$ cat src/rtl/mc_pkg.sv
// Shared encodings for the multicycle MIPS sequencer: states, opcodes, ALU codes, mux selects.
package mc_pkg;
    typedef enum logic [3:0] {
        S_FETCH    = 4'd0,  S_DECODE = 4'd1,  S_MEM_ADDR  = 4'd2,  S_MEM_READ = 4'd3,
        S_MEM_WB   = 4'd4,  S_MEM_WRITE = 4'd5, S_R_EXEC  = 4'd6,  S_R_WB     = 4'd7,
        S_BRANCH   = 4'd8,  S_I_EXEC = 4'd9,  S_I_WB      = 4'd10, S_JUMP     = 4'd11,
        S_JR       = 4'd12, S_JAL    = 4'd13, S_TRAP      = 4'd14
    } state_t;

    localparam logic [5:0] OP_RTYPE = 6'h00, OP_J    = 6'h02, OP_JAL  = 6'h03;
    localparam logic [5:0] OP_BEQ   = 6'h04, OP_BNE  = 6'h05, OP_ADDI = 6'h08;
    localparam logic [5:0] OP_SLTI  = 6'h0A, OP_SLTIU = 6'h0B, OP_ANDI = 6'h0C;
    localparam logic [5:0] OP_ORI   = 6'h0D, OP_XORI = 6'h0E, OP_LUI  = 6'h0F;
    localparam logic [5:0] OP_LW    = 6'h23, OP_SW   = 6'h2B;
    localparam logic [5:0] FN_JR    = 6'h08;

    localparam logic [4:0] ALU_ADD = 5'b00000, ALU_SUB = 5'b00001, ALU_FUNCT = 5'b00010;
    localparam logic [4:0] ALU_SLT = 5'b00011, ALU_SLTU = 5'b01000, ALU_AND = 5'b00100;
    localparam logic [4:0] ALU_OR  = 5'b00101, ALU_XOR = 5'b00110, ALU_LUI = 5'b00111;

    localparam logic [1:0] PCS_ALU = 2'b00, PCS_ALUOUT = 2'b01, PCS_JUMP = 2'b10, PCS_RS = 2'b11;
    localparam logic [1:0] ASB_B = 2'b00, ASB_FOUR = 2'b01, ASB_IMM = 2'b10, ASB_IMM_SH = 2'b11;
    localparam logic [1:0] CAUSE_NONE = 2'b00, CAUSE_ILLEGAL = 2'b01, CAUSE_TIMEOUT = 2'b10;

    function automatic logic is_imm_op(input logic [5:0] op);
        return op inside {OP_ADDI, OP_ANDI, OP_ORI, OP_XORI, OP_SLTI, OP_SLTIU, OP_LUI};
    endfunction

    function automatic logic [4:0] imm_alu_op(input logic [5:0] op);
        case (op)
            OP_ANDI:  return ALU_AND;
            OP_ORI:   return ALU_OR;
            OP_XORI:  return ALU_XOR;
            OP_SLTI:  return ALU_SLT;
            OP_SLTIU: return ALU_SLTU;
            OP_LUI:   return ALU_LUI;
            default:  return ALU_ADD;
        endcase
    endfunction

    // Logical immediates zero-extend; everything else sign-extends.
    function automatic logic imm_signed(input logic [5:0] op);
        return !(op inside {OP_ANDI, OP_ORI, OP_XORI});
    endfunction
endpackage

$ cat src/rtl/mc_ctrl_if.sv
// Controller <-> datapath bundle: instruction fields and flags in, control strobes and status out.
interface mc_ctrl_if #(parameter int CNT_W = 32);
    logic [5:0]       opcode;
    logic [5:0]       funct;
    logic             zero;
    logic             mem_ready;
    logic             pc_write, pc_write_beq, pc_write_bne;
    logic [1:0]       pc_source;
    logic             iord, mem_read, mem_write, ir_write;
    logic             reg_dst, link, mem_to_reg, reg_write;
    logic             alu_src_a;
    logic [1:0]       alu_src_b;
    logic [4:0]       alu_op;
    logic             is_signed;
    logic             trap;
    logic [1:0]       trap_cause;
    logic             instr_done;
    logic [CNT_W-1:0] instret;
    logic [3:0]       state;

    modport master (
        input  opcode, funct, zero, mem_ready,
        output pc_write, pc_write_beq, pc_write_bne, pc_source, iord, mem_read, mem_write,
               ir_write, reg_dst, link, mem_to_reg, reg_write, alu_src_a, alu_src_b, alu_op,
               is_signed, trap, trap_cause, instr_done, instret, state
    );
    modport slave (
        output opcode, funct, zero, mem_ready,
        input  pc_write, pc_write_beq, pc_write_bne, pc_source, iord, mem_read, mem_write,
               ir_write, reg_dst, link, mem_to_reg, reg_write, alu_src_a, alu_src_b, alu_op,
               is_signed, trap, trap_cause, instr_done, instret, state
    );
endinterface

$ cat src/rtl/mc_ctrl_wait_timer.sv
// Memory wait-state counter; o_expired flags the last cycle a request may still stall.
module mc_wait_timer #(
    parameter int MEM_TIMEOUT = 16
) (
    input  logic clk,
    input  logic rst,
    input  logic i_clr,
    input  logic i_en,
    output logic o_expired
);
    localparam int W = $clog2(MEM_TIMEOUT) + 1;
    logic [W-1:0] r_cnt;

    assign o_expired = (r_cnt == W'(MEM_TIMEOUT - 1));

    always_ff @(posedge clk) begin
        if (rst || i_clr)
            r_cnt <= '0;
        else if (i_en && !o_expired)
            r_cnt <= r_cnt + W'(1);
    end
endmodule

$ cat src/rtl/mc_ctrl.sv
// Multicycle MIPS sequencer: FETCH/DECODE/EXECUTE/MEMORY/WRITEBACK with wait states,
// bus-timeout and illegal-opcode trap, and a retired-instruction counter.
module mc_ctrl
    import mc_pkg::*;
#(
    parameter int MEM_TIMEOUT = 16,
    parameter int CNT_W       = 32
) (
    input logic       clk,
    input logic       rst,
    mc_ctrl_if.master bus
);
    state_t           r_state, w_next;
    logic             r_trap;
    logic [1:0]       r_cause, w_cause;
    logic [CNT_W-1:0] r_instret;
    logic             w_done, w_mem_st, w_wait, w_expired;

    assign w_mem_st = (r_state == S_FETCH) || (r_state == S_MEM_READ) || (r_state == S_MEM_WRITE);
    assign w_wait   = w_mem_st && !bus.mem_ready;

    // Counter runs only while a memory state is stalled; any other cycle clears it.
    mc_wait_timer #(.MEM_TIMEOUT(MEM_TIMEOUT)) u_timer (
        .clk(clk), .rst(rst), .i_clr(!w_wait), .i_en(w_wait), .o_expired(w_expired)
    );

    always_comb begin
        w_next = r_state;  w_cause = CAUSE_NONE;  w_done = 1'b0;
        bus.pc_write = 1'b0;  bus.pc_write_beq = 1'b0;  bus.pc_write_bne = 1'b0;
        bus.pc_source = PCS_ALU;  bus.iord = 1'b0;  bus.mem_read = 1'b0;  bus.mem_write = 1'b0;
        bus.ir_write = 1'b0;  bus.reg_dst = 1'b0;  bus.link = 1'b0;  bus.mem_to_reg = 1'b0;
        bus.reg_write = 1'b0;  bus.alu_src_a = 1'b0;  bus.alu_src_b = ASB_B;
        bus.alu_op = ALU_ADD;  bus.is_signed = 1'b1;
        if (!rst) begin
            case (r_state)
                S_FETCH: begin
                    bus.mem_read = 1'b1;  bus.alu_src_b = ASB_FOUR;
                    if (bus.mem_ready) begin
                        bus.ir_write = 1'b1;  bus.pc_write = 1'b1;  w_next = S_DECODE;
                    end else if (w_expired) begin
                        w_next = S_TRAP;  w_cause = CAUSE_TIMEOUT;
                    end
                end
                S_DECODE: begin
                    bus.alu_src_b = ASB_IMM_SH;
                    if (bus.opcode == OP_LW || bus.opcode == OP_SW) w_next = S_MEM_ADDR;
                    else if (bus.opcode == OP_RTYPE) w_next = (bus.funct == FN_JR) ? S_JR : S_R_EXEC;
                    else if (bus.opcode == OP_BEQ || bus.opcode == OP_BNE) w_next = S_BRANCH;
                    else if (is_imm_op(bus.opcode)) w_next = S_I_EXEC;
                    else if (bus.opcode == OP_J) w_next = S_JUMP;
                    else if (bus.opcode == OP_JAL) w_next = S_JAL;
                    else begin
                        w_next = S_TRAP;  w_cause = CAUSE_ILLEGAL;
                    end
                end
                S_MEM_ADDR: begin
                    bus.alu_src_a = 1'b1;  bus.alu_src_b = ASB_IMM;
                    w_next = (bus.opcode == OP_SW) ? S_MEM_WRITE : S_MEM_READ;
                end
                S_MEM_READ, S_MEM_WRITE: begin
                    bus.iord = 1'b1;
                    bus.mem_read = (r_state == S_MEM_READ);
                    bus.mem_write = (r_state == S_MEM_WRITE);
                    if (bus.mem_ready) begin
                        w_done = (r_state == S_MEM_WRITE);
                        w_next = (r_state == S_MEM_READ) ? S_MEM_WB : S_FETCH;
                    end else if (w_expired) begin
                        w_next = S_TRAP;  w_cause = CAUSE_TIMEOUT;
                    end
                end
                S_MEM_WB: begin
                    bus.reg_write = 1'b1;  bus.mem_to_reg = 1'b1;  w_done = 1'b1;  w_next = S_FETCH;
                end
                S_R_EXEC: begin
                    bus.alu_src_a = 1'b1;  bus.alu_op = ALU_FUNCT;  w_next = S_R_WB;
                end
                S_R_WB: begin
                    bus.reg_write = 1'b1;  bus.reg_dst = 1'b1;  w_done = 1'b1;  w_next = S_FETCH;
                end
                S_BRANCH: begin
                    bus.alu_src_a = 1'b1;  bus.alu_op = ALU_SUB;  bus.pc_source = PCS_ALUOUT;
                    bus.pc_write_beq = (bus.opcode == OP_BEQ);
                    bus.pc_write_bne = (bus.opcode == OP_BNE);
                    w_done = 1'b1;  w_next = S_FETCH;
                end
                S_I_EXEC, S_I_WB: begin
                    // ALU controls stay up through writeback so the result remains valid.
                    bus.alu_src_a = 1'b1;  bus.alu_src_b = ASB_IMM;
                    bus.alu_op = imm_alu_op(bus.opcode);  bus.is_signed = imm_signed(bus.opcode);
                    if (r_state == S_I_WB) begin
                        bus.reg_write = 1'b1;  w_done = 1'b1;  w_next = S_FETCH;
                    end else begin
                        w_next = S_I_WB;
                    end
                end
                S_JUMP, S_JR, S_JAL: begin
                    bus.pc_write = 1'b1;
                    bus.pc_source = (r_state == S_JR) ? PCS_RS : PCS_JUMP;
                    bus.reg_write = (r_state == S_JAL);
                    bus.link = (r_state == S_JAL);
                    w_done = 1'b1;  w_next = S_FETCH;
                end
                S_TRAP:  w_next = S_TRAP;
                default: w_next = S_FETCH;
            endcase
        end
    end

    always_ff @(posedge clk) begin
        if (rst) begin
            r_state   <= S_FETCH;
            r_trap    <= 1'b0;
            r_cause   <= CAUSE_NONE;
            r_instret <= '0;
        end else begin
            r_state <= w_next;
            if (w_next == S_TRAP && r_state != S_TRAP) begin
                r_trap  <= 1'b1;
                r_cause <= w_cause;
            end
            if (w_done)
                r_instret <= r_instret + CNT_W'(1);
        end
    end

    assign bus.instr_done = w_done;
    assign bus.trap       = r_trap;
    assign bus.trap_cause = r_cause;
    assign bus.instret    = r_instret;
    assign bus.state      = r_state;
endmodule
$ cat src/flat_wrapper.sv
// flat-port wrapper written by rule: the top's interface ports become plain ports
module mc_ctrl_flat import mc_pkg::*;
#(
    parameter int MEM_TIMEOUT = 16,
    parameter int CNT_W       = 32
)
  (clk, rst, bus_opcode, bus_funct, bus_zero, bus_mem_ready, bus_pc_write, bus_pc_write_beq, bus_pc_write_bne, bus_pc_source, bus_iord, bus_mem_read, bus_mem_write, bus_ir_write, bus_reg_dst, bus_link, bus_mem_to_reg, bus_reg_write, bus_alu_src_a, bus_alu_src_b, bus_alu_op, bus_is_signed, bus_trap, bus_trap_cause, bus_instr_done, bus_instret, bus_state);
  mc_ctrl_if #(.CNT_W(CNT_W)) bus_i ();
  input logic clk;
  input logic rst;
  input wire logic [$bits(bus_i.opcode)-1:0] bus_opcode;
  input wire logic [$bits(bus_i.funct)-1:0] bus_funct;
  input wire logic [$bits(bus_i.zero)-1:0] bus_zero;
  input wire logic [$bits(bus_i.mem_ready)-1:0] bus_mem_ready;
  output wire logic [$bits(bus_i.pc_write)-1:0] bus_pc_write;
  output wire logic [$bits(bus_i.pc_write_beq)-1:0] bus_pc_write_beq;
  output wire logic [$bits(bus_i.pc_write_bne)-1:0] bus_pc_write_bne;
  output wire logic [$bits(bus_i.pc_source)-1:0] bus_pc_source;
  output wire logic [$bits(bus_i.iord)-1:0] bus_iord;
  output wire logic [$bits(bus_i.mem_read)-1:0] bus_mem_read;
  output wire logic [$bits(bus_i.mem_write)-1:0] bus_mem_write;
  output wire logic [$bits(bus_i.ir_write)-1:0] bus_ir_write;
  output wire logic [$bits(bus_i.reg_dst)-1:0] bus_reg_dst;
  output wire logic [$bits(bus_i.link)-1:0] bus_link;
  output wire logic [$bits(bus_i.mem_to_reg)-1:0] bus_mem_to_reg;
  output wire logic [$bits(bus_i.reg_write)-1:0] bus_reg_write;
  output wire logic [$bits(bus_i.alu_src_a)-1:0] bus_alu_src_a;
  output wire logic [$bits(bus_i.alu_src_b)-1:0] bus_alu_src_b;
  output wire logic [$bits(bus_i.alu_op)-1:0] bus_alu_op;
  output wire logic [$bits(bus_i.is_signed)-1:0] bus_is_signed;
  output wire logic [$bits(bus_i.trap)-1:0] bus_trap;
  output wire logic [$bits(bus_i.trap_cause)-1:0] bus_trap_cause;
  output wire logic [$bits(bus_i.instr_done)-1:0] bus_instr_done;
  output wire logic [$bits(bus_i.instret)-1:0] bus_instret;
  output wire logic [$bits(bus_i.state)-1:0] bus_state;
  assign bus_i.opcode = bus_opcode;
  assign bus_i.funct = bus_funct;
  assign bus_i.zero = bus_zero;
  assign bus_i.mem_ready = bus_mem_ready;
  assign bus_pc_write = bus_i.pc_write;
  assign bus_pc_write_beq = bus_i.pc_write_beq;
  assign bus_pc_write_bne = bus_i.pc_write_bne;
  assign bus_pc_source = bus_i.pc_source;
  assign bus_iord = bus_i.iord;
  assign bus_mem_read = bus_i.mem_read;
  assign bus_mem_write = bus_i.mem_write;
  assign bus_ir_write = bus_i.ir_write;
  assign bus_reg_dst = bus_i.reg_dst;
  assign bus_link = bus_i.link;
  assign bus_mem_to_reg = bus_i.mem_to_reg;
  assign bus_reg_write = bus_i.reg_write;
  assign bus_alu_src_a = bus_i.alu_src_a;
  assign bus_alu_src_b = bus_i.alu_src_b;
  assign bus_alu_op = bus_i.alu_op;
  assign bus_is_signed = bus_i.is_signed;
  assign bus_trap = bus_i.trap;
  assign bus_trap_cause = bus_i.trap_cause;
  assign bus_instr_done = bus_i.instr_done;
  assign bus_instret = bus_i.instret;
  assign bus_state = bus_i.state;
  mc_ctrl #(.MEM_TIMEOUT(MEM_TIMEOUT), .CNT_W(CNT_W)) u_core (.clk(clk), .rst(rst), .bus(bus_i));
endmodule
$ cat config.mk
export PLATFORM = sky130hd
export DESIGN_NAME = mc_ctrl_flat
export DESIGN_NICKNAME = d
export VERILOG_FILES = /design/src/rtl/mc_pkg.sv /design/src/rtl/mc_ctrl_if.sv /design/src/rtl/mc_ctrl_wait_timer.sv /design/src/rtl/mc_ctrl.sv /design/src/flat_wrapper.sv
export SDC_FILE = /design/constraint.sdc
export NUM_CORES = 1
export LEC_CHECK = 0
export BUFFER_PORTS_ARGS = -buffer_cell sky130_fd_sc_hd__buf_2
export CORE_MARGIN = 2
export CORE_UTILIZATION = 45
export CTS_CLUSTER_DIAMETER = 80
export CTS_CLUSTER_SIZE = 24
export DETAILED_ROUTE_END_ITERATION = 8
export PLACE_DENSITY = 0.69
export SLEW_MARGIN = 15
export SYNTH_ARGS = -nofsm -noshare
export SYNTH_HDL_FRONTEND = slang
export SYNTH_SLANG_ARGS = --single-unit
$ cat constraint.sdc
create_clock -name clk -period 4.45 [get_ports clk]
set_input_delay 0.89 -clock clk [delete_from_list [all_inputs] [get_ports clk]]
set_output_delay 0.89 -clock clk [all_outputs]
set_load 0.01 [all_outputs]
==> Implementation_results.wiki, run 1 <==
{| class="wikitable"
! Metric !! Value
|-
| Run status || complete, no violations
|-
| Data required time of the worst path || 3.56 ns
|-
| Total negative setup slack || 0 ns
|-
| Count of buffers from port buffering || 75
|-
| DRC violations left || 0
|-
| Critical path endpoint category || output pin
|-
| Share of the clock period used by the worst path after layout || 0.737
|-
| ANT nets after route || 0
|-
| Total wirelength of the detailed-routed design || 6240 um
|-
| Initial Util || 0.474
|-
| Cell type with the largest total area after synthesis || sky130_fd_sc_hd__dfxtp_1
|-
| Clock tree from TritonCTS || yes
|-
| Global route total overflow || 0
|-
| Largest cells by area after synthesis || sky130_fd_sc_hd__dfxtp_1, sky130_fd_sc_hd__nor2_1, sky130_fd_sc_hd__xnor2_1, sky130_fd_sc_hd__xor2_1, sky130_fd_sc_hd__nand2_1
|-
| Biggest fanout along the worst timing path || 22
|-
| Share of the synthesized area in the top cell type || 0.331
|-
| Maximum number of pins on one net before global-route repair || 34
|-
| Destination of the worst register-to-register timing path || u_core.bus.instret[28]$_SDFFE_PP0P_
|-
| Post-synthesis average cell area || 7.68 um^2
|-
| Ys Warns || 0
|-
| Worst hold path type || flop to flop
|-
| Post-CTS Setup Repair Bufs || 0
|-
| R2r worst-path depth || 6
|-
| CP Class || flop to output pin
|-
| Half-perimeter wire length of the detailed placement result || 4620 um
|-
| Final-stage net count || 428
|-
| Later-pin clock latency in the skew report || 0.29 ns
|-
| Hold wc startpoint || u_core.bus.trap_cause[0]$_SDFFE_PP0P_
|-
| Maximum vdd drop || 0.238 mV
|-
| Initial antenna violation count || 0
|-
| Most instantiated flip-flop cell in the synthesis netlist || sky130_fd_sc_hd__dfxtp_1
|-
| Die height || 80.9 um
|-
| Clk buf depth || 2
|-
| Synth-to-layout area growth || 17.9%
|-
| I/O pin count || 78
|-
| Gpl congestion || 0.882
|-
| Total clock sinks || 44
|-
| Wirelength per Cell || 12.9 um
|-
| Slew @ Worst Pin || 0.983 ns
|-
| Pwr/cell area || 383 nW/um^2
|-
| Area of the mapped netlist || 2660 um^2
|-
| Number of global-route vias before repair || 2282
|-
| Final antenna diode count || 0
|-
| Total global routing track utilization || 0.198
|-
| H-tree level count || 2
|-
| Reg2reg start || u_core.bus.state[2]$_SDFF_PP0_
|-
| Clock period minus worst slack || 3.28 ns
|-
| CP startpoint kind || flop
|-
| Sequential share of the synthesized area || 0.331
|-
| Upper clock frequency limit || 0.305 GHz
|-
| Post-cts gate resize count || 0
|-
| Count of max-cap constraint violations || 0
|-
| Synth Register Bits || 44
|-
| Clock-pin slew reported for the worst setup and hold paths after clock tree synthesis || 0.08 ns
|-
| Unrepaired setup endpoints after global routing || no
|-
| Hold endpoint || u_core.bus.trap_cause[0]$_SDFFE_PP0P_
|-
| Post-synth cell types || 62
|-
| Tightest slew margin relative to the limit || 0.339
|-
| Final Skew || 0.00487 ns
|-
| Leakage Power || 1.31 nW
|-
| Hold buffer count at cts || 0
|-
| R2R Setup Slk || 1.71 ns
|-
| Worst Path Arrival || 2.39 ns
|-
| Net count after synthesis || 365
|-
| Worst slack on hold paths || 0.461 ns
|-
| Proportion of register bits with asynchronous set or reset after synthesis || 0
|-
| Count of cells along the worst hold path || 2
|-
| First-pass iteration count of the detailed router || 4
|-
| Die outline area || 6540 um^2
|-
| Total clock buffers created by CTS || 5
|-
| Iteration-0 DRC Markers || 141
|-
| Drt via density || 5.38
|-
| Cells after synthesis || 346
|-
| Cell at the root of the clock tree || sky130_fd_sc_hd__clkbuf_8
|-
| Post-synth EDFFs || 0
|-
| Core Footprint || 5610 um^2
|-
| Fraction of final layout cells sized beyond drive strength 1 || 0.229
|-
| Number of hold violations in the final report || 0
|-
| Final worst setup slack || 1.17 ns
|-
| Setup-failing EPs final || 0
|-
| Global-route wire length before repair || 10400 um
|-
| Chip width || 80.9 um
|-
| Routed via count || 2592
|-
| Number of max-slew violations in the final report || 0
|-
| Rows || 27
|-
| Pre-CTS setup slack || 1.37 ns
|}
report_power, final:
group	total, W	switching (W)	internal (W)
registers	0.000497	0.0000815	0.000416
logic	0.000403	0.000239	0.000164
clock network	0.000299	0.000132	0.000167
critical path, cell delays in order (launching register included):
cell and delay (ns):
sky130_fd_sc_hd__dfxtp_1 0.81, sky130_fd_sc_hd__nor2b_1 0.51, sky130_fd_sc_hd__nor2_1 0.10, sky130_fd_sc_hd__or3_1 0.36, sky130_fd_sc_hd__nor2_1 0.13, sky130_fd_sc_hd__nand2_1 0.05
sky130_fd_sc_hd__buf_2 0.13
logic make-up (layout without fill, tap and decap cells):
group                      after synthesis  in the layout  synth area share
adders and majority gates                3              3            0.0141
AOI/OAI and AO/OA                       47             47             0.120
DFF                                     44             44             0.331
xor gates and xnor gates                34             34             0.112
and+or+nand+nor                        186            186             0.361
buffers and inverters                   29             93            0.0522
muxes                                    2              2           0.00800
other                                    1              1           0.00141
through the flow:
step	instance area [um^2]	power, W	std cells	util
after floorplan	2660	0.000796	346	-
after CTS	3130	0.00120	482	0.559
after global placement	3030	0.000901	474	0.540
final	3130	0.00120	482	0.559
after global routing	3130	0.00128	482	0.559
after detailed placement	3030	0.000904	474	0.540
synthesized netlist by cell type, types with 2 or more instances:
master and number:
sky130_fd_sc_hd__nor2_1 61, sky130_fd_sc_hd__a21oi_1 8, sky130_fd_sc_hd__xnor2_1 17, sky130_fd_sc_hd__nand3b_1 3, sky130_fd_sc_hd__dfxtp_1 44, sky130_fd_sc_hd__nand3_1 17, sky130_fd_sc_hd__and4_1 3, sky130_fd_sc_hd__or3_1 4
sky130_fd_sc_hd__inv_1 9, sky130_fd_sc_hd__o22ai_1 2, sky130_fd_sc_hd__and2_1 3, sky130_fd_sc_hd__or2_2 2, sky130_fd_sc_hd__o21a_1 4, sky130_fd_sc_hd__a211oi_1 3, sky130_fd_sc_hd__clkbuf_1 11, sky130_fd_sc_hd__buf_2 2
sky130_fd_sc_hd__and3_1 7, sky130_fd_sc_hd__nor3b_1 3, sky130_fd_sc_hd__o21ai_0 10, sky130_fd_sc_hd__a211o_1 2, sky130_fd_sc_hd__buf_6 3, sky130_fd_sc_hd__nand4_1 7, sky130_fd_sc_hd__nor2b_1 4, sky130_fd_sc_hd__nand2_1 28
sky130_fd_sc_hd__ha_1 3, sky130_fd_sc_hd__nor3_1 20, sky130_fd_sc_hd__xor2_1 17, sky130_fd_sc_hd__nor4_2 2, sky130_fd_sc_hd__buf_1 2, sky130_fd_sc_hd__nand2b_1 9, sky130_fd_sc_hd__nor4_1 5
cells in the final DEF, fill, tap and decap left out, types with 3 or more instances in the layout:
cell	instances
sky130_fd_sc_hd__a211oi_1	3
sky130_fd_sc_hd__a21oi_1	8
sky130_fd_sc_hd__and2_1	3
sky130_fd_sc_hd__and3_1	7
sky130_fd_sc_hd__and4_1	3
sky130_fd_sc_hd__buf_2	75
sky130_fd_sc_hd__clkbuf_8	5
sky130_fd_sc_hd__dfxtp_1	44
sky130_fd_sc_hd__ha_1	3
sky130_fd_sc_hd__inv_1	9
sky130_fd_sc_hd__nand2_1	28
sky130_fd_sc_hd__nand2b_1	9
sky130_fd_sc_hd__nand3_1	17
sky130_fd_sc_hd__nand3b_1	3
sky130_fd_sc_hd__nand4_1	7
sky130_fd_sc_hd__nor2_1	61
sky130_fd_sc_hd__nor2b_1	4
sky130_fd_sc_hd__nor3_1	20
sky130_fd_sc_hd__nor3b_1	3
sky130_fd_sc_hd__nor4_1	5
sky130_fd_sc_hd__o21a_1	4
sky130_fd_sc_hd__o21ai_0	10
sky130_fd_sc_hd__or3_1	4
sky130_fd_sc_hd__xnor2_1	17
sky130_fd_sc_hd__xor2_1	17
cell type report:
class	count	area (um^2)
clock buffers	6	72.6
well taps	72	90.1
inverters	9	33.8
flip-flops and latches	44	881
multi-input cells	273	1640
clock inverters	2	35.0
fillers	572	2470
repair buffers	76	383
worst max path at each step:
stage / startpoint / endpoint / slack, ns / cells after the start
5_1_grt: u_core.bus.state[1]$_SDFF_PP0_ / bus_is_signed / 0.97 / 6
3_3_place_gp: rst / bus_mem_read / 1.38 / 5
2_1_floorplan: rst / bus_alu_src_a / 1.72 / 4
6_report: u_core.bus.state[1]$_SDFF_PP0_ / bus_is_signed / 1.17 / 6
3_5_place_dp: rst / bus_pc_write / 1.37 / 5
4_1_cts: u_core.bus.state[1]$_SDFF_PP0_ / bus_alu_op[0] / 1.18 / 5
layer usage:
layer / routed length, um / vias to the layer above / global-route usage
li1: - / 1326 / -
met1: 3000 / 1197 / 0.277
met2: 2830 / 64 / 0.313
met3: 370 / 5 / 0.0389
met4: 40 / 0 / 0.0508
met5: 0 / - / 0
state kept, by name, indices dropped and copies added, names as in the netlist:
signal and count:
u_core.bus.instret 32, u_core.bus.trap 1, u_core.bus.trap_cause 2, u_core.u_timer.r_cnt 5, u_core.bus.state 4
(Power assumes the default switching activity.)
==> inputs of run 2 (changes only) <==
clock period = 3.42 ns   (was 4.45 ns; I/O delays follow)
==> Implementation_results.wiki, run 2 (synthesized netlist as in run 1, its figures left out) <==
{| class="wikitable"
! Metric !! Value
|-
| Global route total overflow || 0 (unchanged)
|-
| Worst setup startpoint || u_core.bus.state[3]$_SDFF_PP0_
|-
| Total global routing track utilization || 0.205 (+0.00724)
|-
| DRC violations left || 0 (unchanged)
|-
| Tightest slew margin relative to the limit || 0.591 (+0.253)
|-
| Rows || 27 (unchanged)
|-
| Unrepaired setup endpoints after global routing || no
|-
| Upper clock frequency limit || 0.337 GHz
|-
| Run status || complete, no violations
|-
| Critical path endpoint category || output pin
|-
| Gpl congestion || 0.905 (+2.6%)
|-
| Count of cells along the worst hold path || 2 (unchanged)
|-
| Clock period minus worst slack || 2.97 ns
|-
| R2R Setup Slk || 0.96 ns (-0.75 ns)
|-
| Later-pin clock latency in the skew report || 0.29 ns (about the same)
|-
| R2r worst-path depth || 9 (+3)
|-
| Biggest fanout along the worst timing path || 19 (-14%)
|-
| Cell Area, Placed || 3060 um^2 (+1.2%)
|-
| Leading cell type in the layout, fill and taps excluded || sky130_fd_sc_hd__buf_2
|-
| Fin area || 3160 um^2 (+0.72%)
|-
| Number of global-route vias before repair || 2381 (+4.3%)
|-
| Reg2reg start || u_core.u_timer.r_cnt[0]$_SDFFE_PP0P_
|-
| Number of max-slew violations in the final report || 0 (unchanged)
|-
| Total clock buffers created by CTS || 5 (unchanged)
|-
| Final antenna diode count || 0 (unchanged)
|-
| Total wirelength of the detailed-routed design || 6550 um (+5.1%)
|-
| Total negative setup slack || 0 ns (unchanged)
|-
| Top library cells by usage in the layout, fill and taps aside || sky130_fd_sc_hd__buf_2, sky130_fd_sc_hd__nor2_1, sky130_fd_sc_hd__dfxtp_1
|-
| I/O pin count || 78 (unchanged)
|-
| Global-route wire length before repair || 10800 um (+3.3%)
|-
| Data required time of the worst path || 2.74 ns (-0.82 ns)
|-
| First-pass iteration count of the detailed router || 4 (unchanged)
|-
| Final-stage net count || 433 (+1.2%)
|-
| Pwr/cell area || 482 nW/um^2 (+26%)
|-
| Clock-pin slew reported for the worst setup and hold paths after clock tree synthesis || 0.07 ns (about the same)
|-
| Overall power || 0.00152 W (+27%)
|-
| Post-layout util || 0.563 (+0.00402)
|-
| Hold endpoint || u_core.bus.trap$_SDFFE_PP0P_
|-
| CP startpoint kind || flop
|-
| Setup-failing EPs final || 0 (unchanged)
|-
| Die outline area || 6540 um^2 (unchanged)
|-
| Count of buffers from port buffering || 75 (unchanged)
|-
| Die height || 80.9 um (unchanged)
|-
| Leakage Power || 1.33 nW (+1.7%)
|-
| Wirelength per Cell || 13.5 um (+4.0%)
|-
| Routed via count || 2629 (+1.4%)
|-
| Iteration-0 DRC Markers || 189 (+34%)
|-
| Hold wc startpoint || u_core.bus.trap$_SDFFE_PP0P_
|-
| ANT nets after route || 0 (unchanged)
|-
| Share of the clock period used by the worst path after layout || 0.868
|-
| Worst Path Arrival || 2.29 ns (-0.10 ns)
|-
| Final Skew || 0.00834 ns (+0.00347 ns)
|-
| Post-CTS Setup Repair Bufs || 0 (unchanged)
|-
| Maximum number of pins on one net before global-route repair || 28 (-18%)
|-
| Count of max-cap constraint violations || 0 (unchanged)
|-
| Final worst setup slack || 0.451 ns (-0.722 ns)
|-
| Slew @ Worst Pin || 0.612 ns (-0.371 ns)
|-
| Total clock sinks || 44 (unchanged)
|-
| Half-perimeter wire length of the detailed placement result || 4890 um (+5.7%)
|-
| Worst hold path type || flop to flop
|-
| Initial Util || 0.474 (unchanged)
|-
| Maximum vdd drop || 0.283 mV (+19%)
|-
| Clk buf depth || 2 (unchanged)
|-
| Pre-CTS setup slack || 0.784 ns (-0.581 ns)
|-
| Fraction of final layout cells sized beyond drive strength 1 || 0.241 (+0.0117)
|-
| Clock tree from TritonCTS || yes
|-
| Hold buffer count at cts || 0 (unchanged)
|-
| H-tree level count || 2 (unchanged)
|-
| Post-cts gate resize count || 0 (unchanged)
|-
| Chip width || 80.9 um (unchanged)
|-
| Initial antenna violation count || 0 (unchanged)
|-
| Core Footprint || 5610 um^2 (unchanged)
|-
| Largest register FFs || 32 (unchanged)
|-
| Cell at the root of the clock tree || sky130_fd_sc_hd__clkbuf_8
|-
| Number of hold violations in the final report || 0 (unchanged)
|-
| Synth-to-layout area growth || 18.7%
|-
| Drt via density || 5.40 (+0.39%)
|-
| CP Class || flop to output pin
|-
| Destination of the worst register-to-register timing path || u_core.bus.trap_cause[1]$_SDFFE_PP0P_
|}
==> run 2: cell type report <==
cell class | count | area (um^2)
fillers | 585 | 2450
clock buffers | 6 | 82.6
repair buffers | 81 | 420
multi-input cells | 273 | 1640
flip-flops and latches | 44 | 881
well taps | 72 | 90.1
inverters | 9 | 33.8
clock inverters | 2 | 10.0
==> run 2: power breakdown <==
group	internal, W	leakage (nW)	switching, W
Combinational	0.000226	0.924	0.000358
Clock	0.000161	0.0510	0.000173
Sequential	0.000541	0.355	0.0000629
Total	0.000928	1.33	0.000594
==> run 2: worst max path at each step <==
| stage | endpoint | slack (ns) |
|---|---|---|
| final | bus_alu_op[1] | 0.45 |
| after global routing | bus_is_signed | 0.31 |
| after CTS | bus_alu_op[1] | 0.46 |
| after detailed placement | bus_alu_op[1] | 0.78 |
| after global placement | bus_alu_op[1] | 0.80 |
| after floorplan | bus_is_signed | 0.94 |
==> run 2: layer usage <==
metal / vias to the layer above / track usage / part of all wire
li1: 1343 / - / -
met1: 1218 / 0.282 / 0.48
met2: 62 / 0.324 / 0.46
met3: 6 / 0.0389 / 0.046
met4: 0 / 0.0695 / 0.012
met5: - / 0 / 0
==> run 2: per-stage QoR <==
step	std cells	hold WS, ns
2_1_floorplan	346	0.454
3_3_place_gp	479	0.442
3_5_place_dp	479	0.467
4_1_cts	487	0.480
5_1_grt	487	0.526
6_report	487	0.474
==> run 2: worst max-delay path: stages (launching register included) <==
cell and delay (ns):
sky130_fd_sc_hd__dfxtp_1 0.71, sky130_fd_sc_hd__nor2b_1 0.39, sky130_fd_sc_hd__nand3_1 0.13, sky130_fd_sc_hd__or2_2 0.33, sky130_fd_sc_hd__nor2_1 0.09, sky130_fd_sc_hd__a21oi_1 0.07, sky130_fd_sc_hd__nor2_1 0.12, sky130_fd_sc_hd__buf_2 0.14
==> inputs of run 3 (changes only) <==
PLACE_DENSITY = 0.68   (was 0.69)
SYNTH_HIERARCHICAL = 1   (was not set)
==> Implementation_results.wiki, run 3 <==
{| class="wikitable"
! Metric !! Value
|-
| Clk buf depth || 2 (unchanged)
|-
| Final antenna diode count || 0 (unchanged)
|-
| Die height || 82.7 um (+2.3%)
|-
| Cell at the root of the clock tree || sky130_fd_sc_hd__clkbuf_8
|-
| Fraction of final layout cells sized beyond drive strength 1 || 0.253 (+0.0120)
|-
| Number of hold violations in the final report || 0 (unchanged)
|-
| Wirelength per Cell || 13.5 um (+0.12%)
|-
| Number of max-slew violations in the final report || 0 (unchanged)
|-
| Final-stage net count || 442 (+2.1%)
|-
| Global-route wire length before repair || 10800 um (about the same)
|-
| Post-CTS Setup Repair Bufs || 0 (unchanged)
|-
| Synth Register Bits || 44 (unchanged)
|-
| Worst hold path type || flop to flop
|-
| Global route total overflow || 0 (unchanged)
|-
| Hold wc startpoint || u_core/bus.trap$_SDFFE_PP0P_
|-
| Iteration-0 DRC Markers || 110 (-42%)
|-
| Data required time of the worst path || 2.74 ns (about the same)
|-
| Cells along the critical path || nor2_1, inv_1, or3_1, nor2_1, nor4b_1, and2_1, buf_2
|-
| Clock share of power || 0.196 (-0.024)
|-
| Share of the synthesized area in the top cell type || 0.316 (-0.0156)
|-
| DRC violations left || 0 (unchanged)
|-
| Number of global-route vias before repair || 2425 (+1.8%)
|-
| Psw || 0.000669 W (+13%)
|-
| Biggest fanout along the worst timing path || 8 (-11)
|-
| Maximum number of pins on one net before global-route repair || 30 (+7.1%)
|-
| Ys Warns || 6 (+6)
|-
| Cells after synthesis || 357 (+3.2%)
|-
| Drt via density || 5.57 (+3.1%)
|-
| Part of the power in combinational logic || 0.434 (+0.051)
|-
| Rows || 28 (+3.7%)
|-
| Cell type with the largest total area after synthesis || sky130_fd_sc_hd__dfxtp_1
|-
| Share of the clock period used by the worst path after layout || 0.856 (-0.0125)
|-
| Count of buffers from port buffering || 75 (unchanged)
|-
| Critical path endpoint category || output pin
|-
| Post-synth EDFFs || 0 (unchanged)
|-
| Tightest slew margin relative to the limit || 0.587 (-0.00429)
|-
| Hold buffer count at cts || 0 (unchanged)
|-
| Initial antenna violation count || 0 (unchanged)
|-
| Largest register FFs || 32 (unchanged)
|-
| CP startpoint kind || flop
|-
| Worst setup startpoint || u_core/bus.state[1]$_SDFF_PP0_
|-
| I/O pin count || 78 (unchanged)
|-
| Net count after synthesis || 376 (+3.0%)
|-
| Slew @ Worst Pin || 0.610 ns (-0.00237 ns)
|-
| Area of the mapped netlist || 2790 um^2 (+4.9%)
|-
| Total clock buffers created by CTS || 5 (unchanged)
|-
| Routed via count || 2773 (+5.5%)
|-
| Leading cell type in the layout, fill and taps excluded || sky130_fd_sc_hd__buf_2
|-
| Cell Area, Placed || 3190 um^2 (+4.2%)
|-
| Pre-CTS setup slack || 0.781 ns (-0.00274 ns)
|-
| First-pass iteration count of the detailed router || 4 (unchanged)
|-
| Upper clock frequency limit || 0.342 GHz (+1.5%)
|-
| Overall power || 0.00162 W (+6.7%)
|-
| Total negative setup slack || 0 ns (unchanged)
|-
| H-tree level count || 2 (unchanged)
|-
| CP Class || flop to output pin
|-
| Gpl congestion || 0.904 (-0.12%)
|-
| ANT nets after route || 0 (unchanged)
|-
| Core Footprint || 5960 um^2 (+6.2%)
|-
| Clock period minus worst slack || 2.93 ns (-0.0428 ns)
|-
| Worst stage delay on the critical path || 0.42 ns (-0.29 ns)
|-
| Most instantiated flip-flop cell in the synthesis netlist || sky130_fd_sc_hd__dfxtp_1
|-
| Master of the slowest instance on the critical path || sky130_fd_sc_hd__nor2_1
|-
| Sequential share of the synthesized area || 0.316 (-0.0156)
|-
| Post-cts gate resize count || 0 (unchanged)
|-
| Maximum vdd drop || 0.289 mV (+2.3%)
|-
| Internal power || 0.000955 W (+2.9%)
|-
| Fin area || 3280 um^2 (+3.8%)
|-
| Total clock sinks || 44 (unchanged)
|-
| Total wirelength of the detailed-routed design || 6710 um (+2.4%)
|-
| Final Skew || 0.00852 ns (+0.000181 ns)
|-
| Top library cells by usage in the layout, fill and taps aside || sky130_fd_sc_hd__buf_2, sky130_fd_sc_hd__nor2_1, sky130_fd_sc_hd__dfxtp_1
|-
| Sw frac || 0.412 (+0.0220)
|-
| Final worst setup slack || 0.493 ns (+0.0428 ns)
|-
| Pwr/cell area || 496 nW/um^2 (+2.8%)
|-
| Chip width || 82.7 um (+2.3%)
|-
| Worst path most repeated cell || sky130_fd_sc_hd__nor2_1
|-
| Proportion of register bits with asynchronous set or reset after synthesis || 0 (unchanged)
|-
| Unrepaired setup endpoints after global routing || no
|-
| Count of max-cap constraint violations || 0 (unchanged)
|-
| Leakage Power || 1.31 nW (-1.6%)
|-
| Post-synthesis average cell area || 7.82 um^2 (+1.7%)
|-
| Post-layout util || 0.550 (-0.0129)
|-
| Largest cells by area after synthesis || sky130_fd_sc_hd__dfxtp_1, sky130_fd_sc_hd__xnor2_1, sky130_fd_sc_hd__nor2_1, sky130_fd_sc_hd__nand2_1, sky130_fd_sc_hd__a21oi_1
|-
| Reg2reg start || u_core/u_timer/r_cnt[0]$_SDFFE_PP0P_
|-
| Clock-pin slew reported for the worst setup and hold paths after clock tree synthesis || 0.08 ns (about the same)
|-
| Clock tree from TritonCTS || yes
|-
| Setup-failing EPs final || 0 (unchanged)
|-
| Library cell with the highest instance count after synthesis || sky130_fd_sc_hd__nor2_1
|-
| Worst Path Arrival || 2.24 ns (-0.05 ns)
|-
| Post-synth cell types || 62 (unchanged)
|-
| Total global routing track utilization || 0.199 (-0.00646)
|-
| Later-pin clock latency in the skew report || 0.29 ns (about the same)
|-
| Run status || complete, no violations
|-
| Top post-synthesis cells by count || sky130_fd_sc_hd__nor2_1, sky130_fd_sc_hd__dfxtp_1, sky130_fd_sc_hd__nand2_1
|-
| Die outline area || 6850 um^2 (+4.7%)
|-
| Relative contribution of sequential cells to total power || 0.371 (-0.026)
|-
| Half-perimeter wire length of the detailed placement result || 4870 um (-0.41%)
|-
| Initial Util || 0.468 (-0.00563)
|-
| Synth-to-layout area growth || 17.4%
|}
==> run 3: cell types whose count changed in the layout (fill, tap and decap cells not counted), sizes merged, moves of 5 or more <==
cell   before  now
xor2       17    7
nor4        8   15
nor2       61   45
nand3      17    8
a21oi       8   20
inv         9   17
nor3       20   15
==> run 3: critical path, delay by kind of cell, from the launching register on <==
family	cells	cell delay, ns
buffers and inverters	2	0.23
flip-flops	1	0.38
AND/OR/NAND/NOR	5	1.34
==> run 3: power groups by stage <==
| stage | logic (W) | clock network, W | registers (W) |
|---|---|---|---|
| 6_report | 0.000704 | 0.000318 | 0.000602 |
| 5_1_grt | 0.000771 | 0.000345 | 0.000610 |
| 4_1_cts | 0.000701 | 0.000328 | 0.000603 |
| 3_5_place_dp | 0.000697 | 0 | 0.000614 |
| 3_3_place_gp | 0.000686 | 0 | 0.000613 |
| 2_1_floorplan | 0.000503 | 0 | 0.000613 |
==> run 3: final timing paths <==
path                                                 to  slack (ns)  cells after the start
setup reg to reg  u_core/bus.trap_cause[0]$_SDFFE_PP0P_        0.73                      9
hold / removal             u_core/bus.trap$_SDFFE_PP0P_        0.45                      2
hold reg to reg            u_core/bus.trap$_SDFFE_PP0P_        0.45                      2
setup / recovery                       bus_pc_write_bne        0.49                      7
==> run 3: logic make-up (layout without fill, tap and decap cells) <==
logic type / after synthesis / after routing / synth area share
buffers and inverters: 40 / 106 / 0.0650
XOR/XNOR: 28 / 28 / 0.0879
multiplexers: 2 / 2 / 0.00762
flip-flops: 44 / 44 / 0.316
AND/OR/NAND/NOR: 173 / 173 / 0.347
adder cells (fa/ha/maj): 3 / 3 / 0.0135
AO/OA/AOI/OAI: 66 / 66 / 0.162
other: 1 / 1 / 0.00134
==> run 3: metal layers <==
| layer | wire [um] | GRT usage |
|---|---|---|
| met2 | 3150 | 0.332 |
| met3 | 332 | 0.0326 |
| met5 | 0 | 0 |
| met1 | 3110 | 0.262 |
| met4 | 121 | 0.0623 |
==> run 3: final cells by class <==
cell class,instances,area (um^2)
clock buffer,5,68.8
clock inverter,2,12.5
tap,75,93.8
inverter,17,63.8
timing repair buffer,82,428
fill,577,2680
sequential,44,881
multi-input combinational,273,1730
==> run 3: per-stage QoR <==
step | hold WS [ns] | std cells
finish | 0.448 | 498
global route | 0.465 | 498
CTS | 0.452 | 498
detailed placement | 0.439 | 491
global placement | 0.440 | 491
floorplan | 0.452 | 357
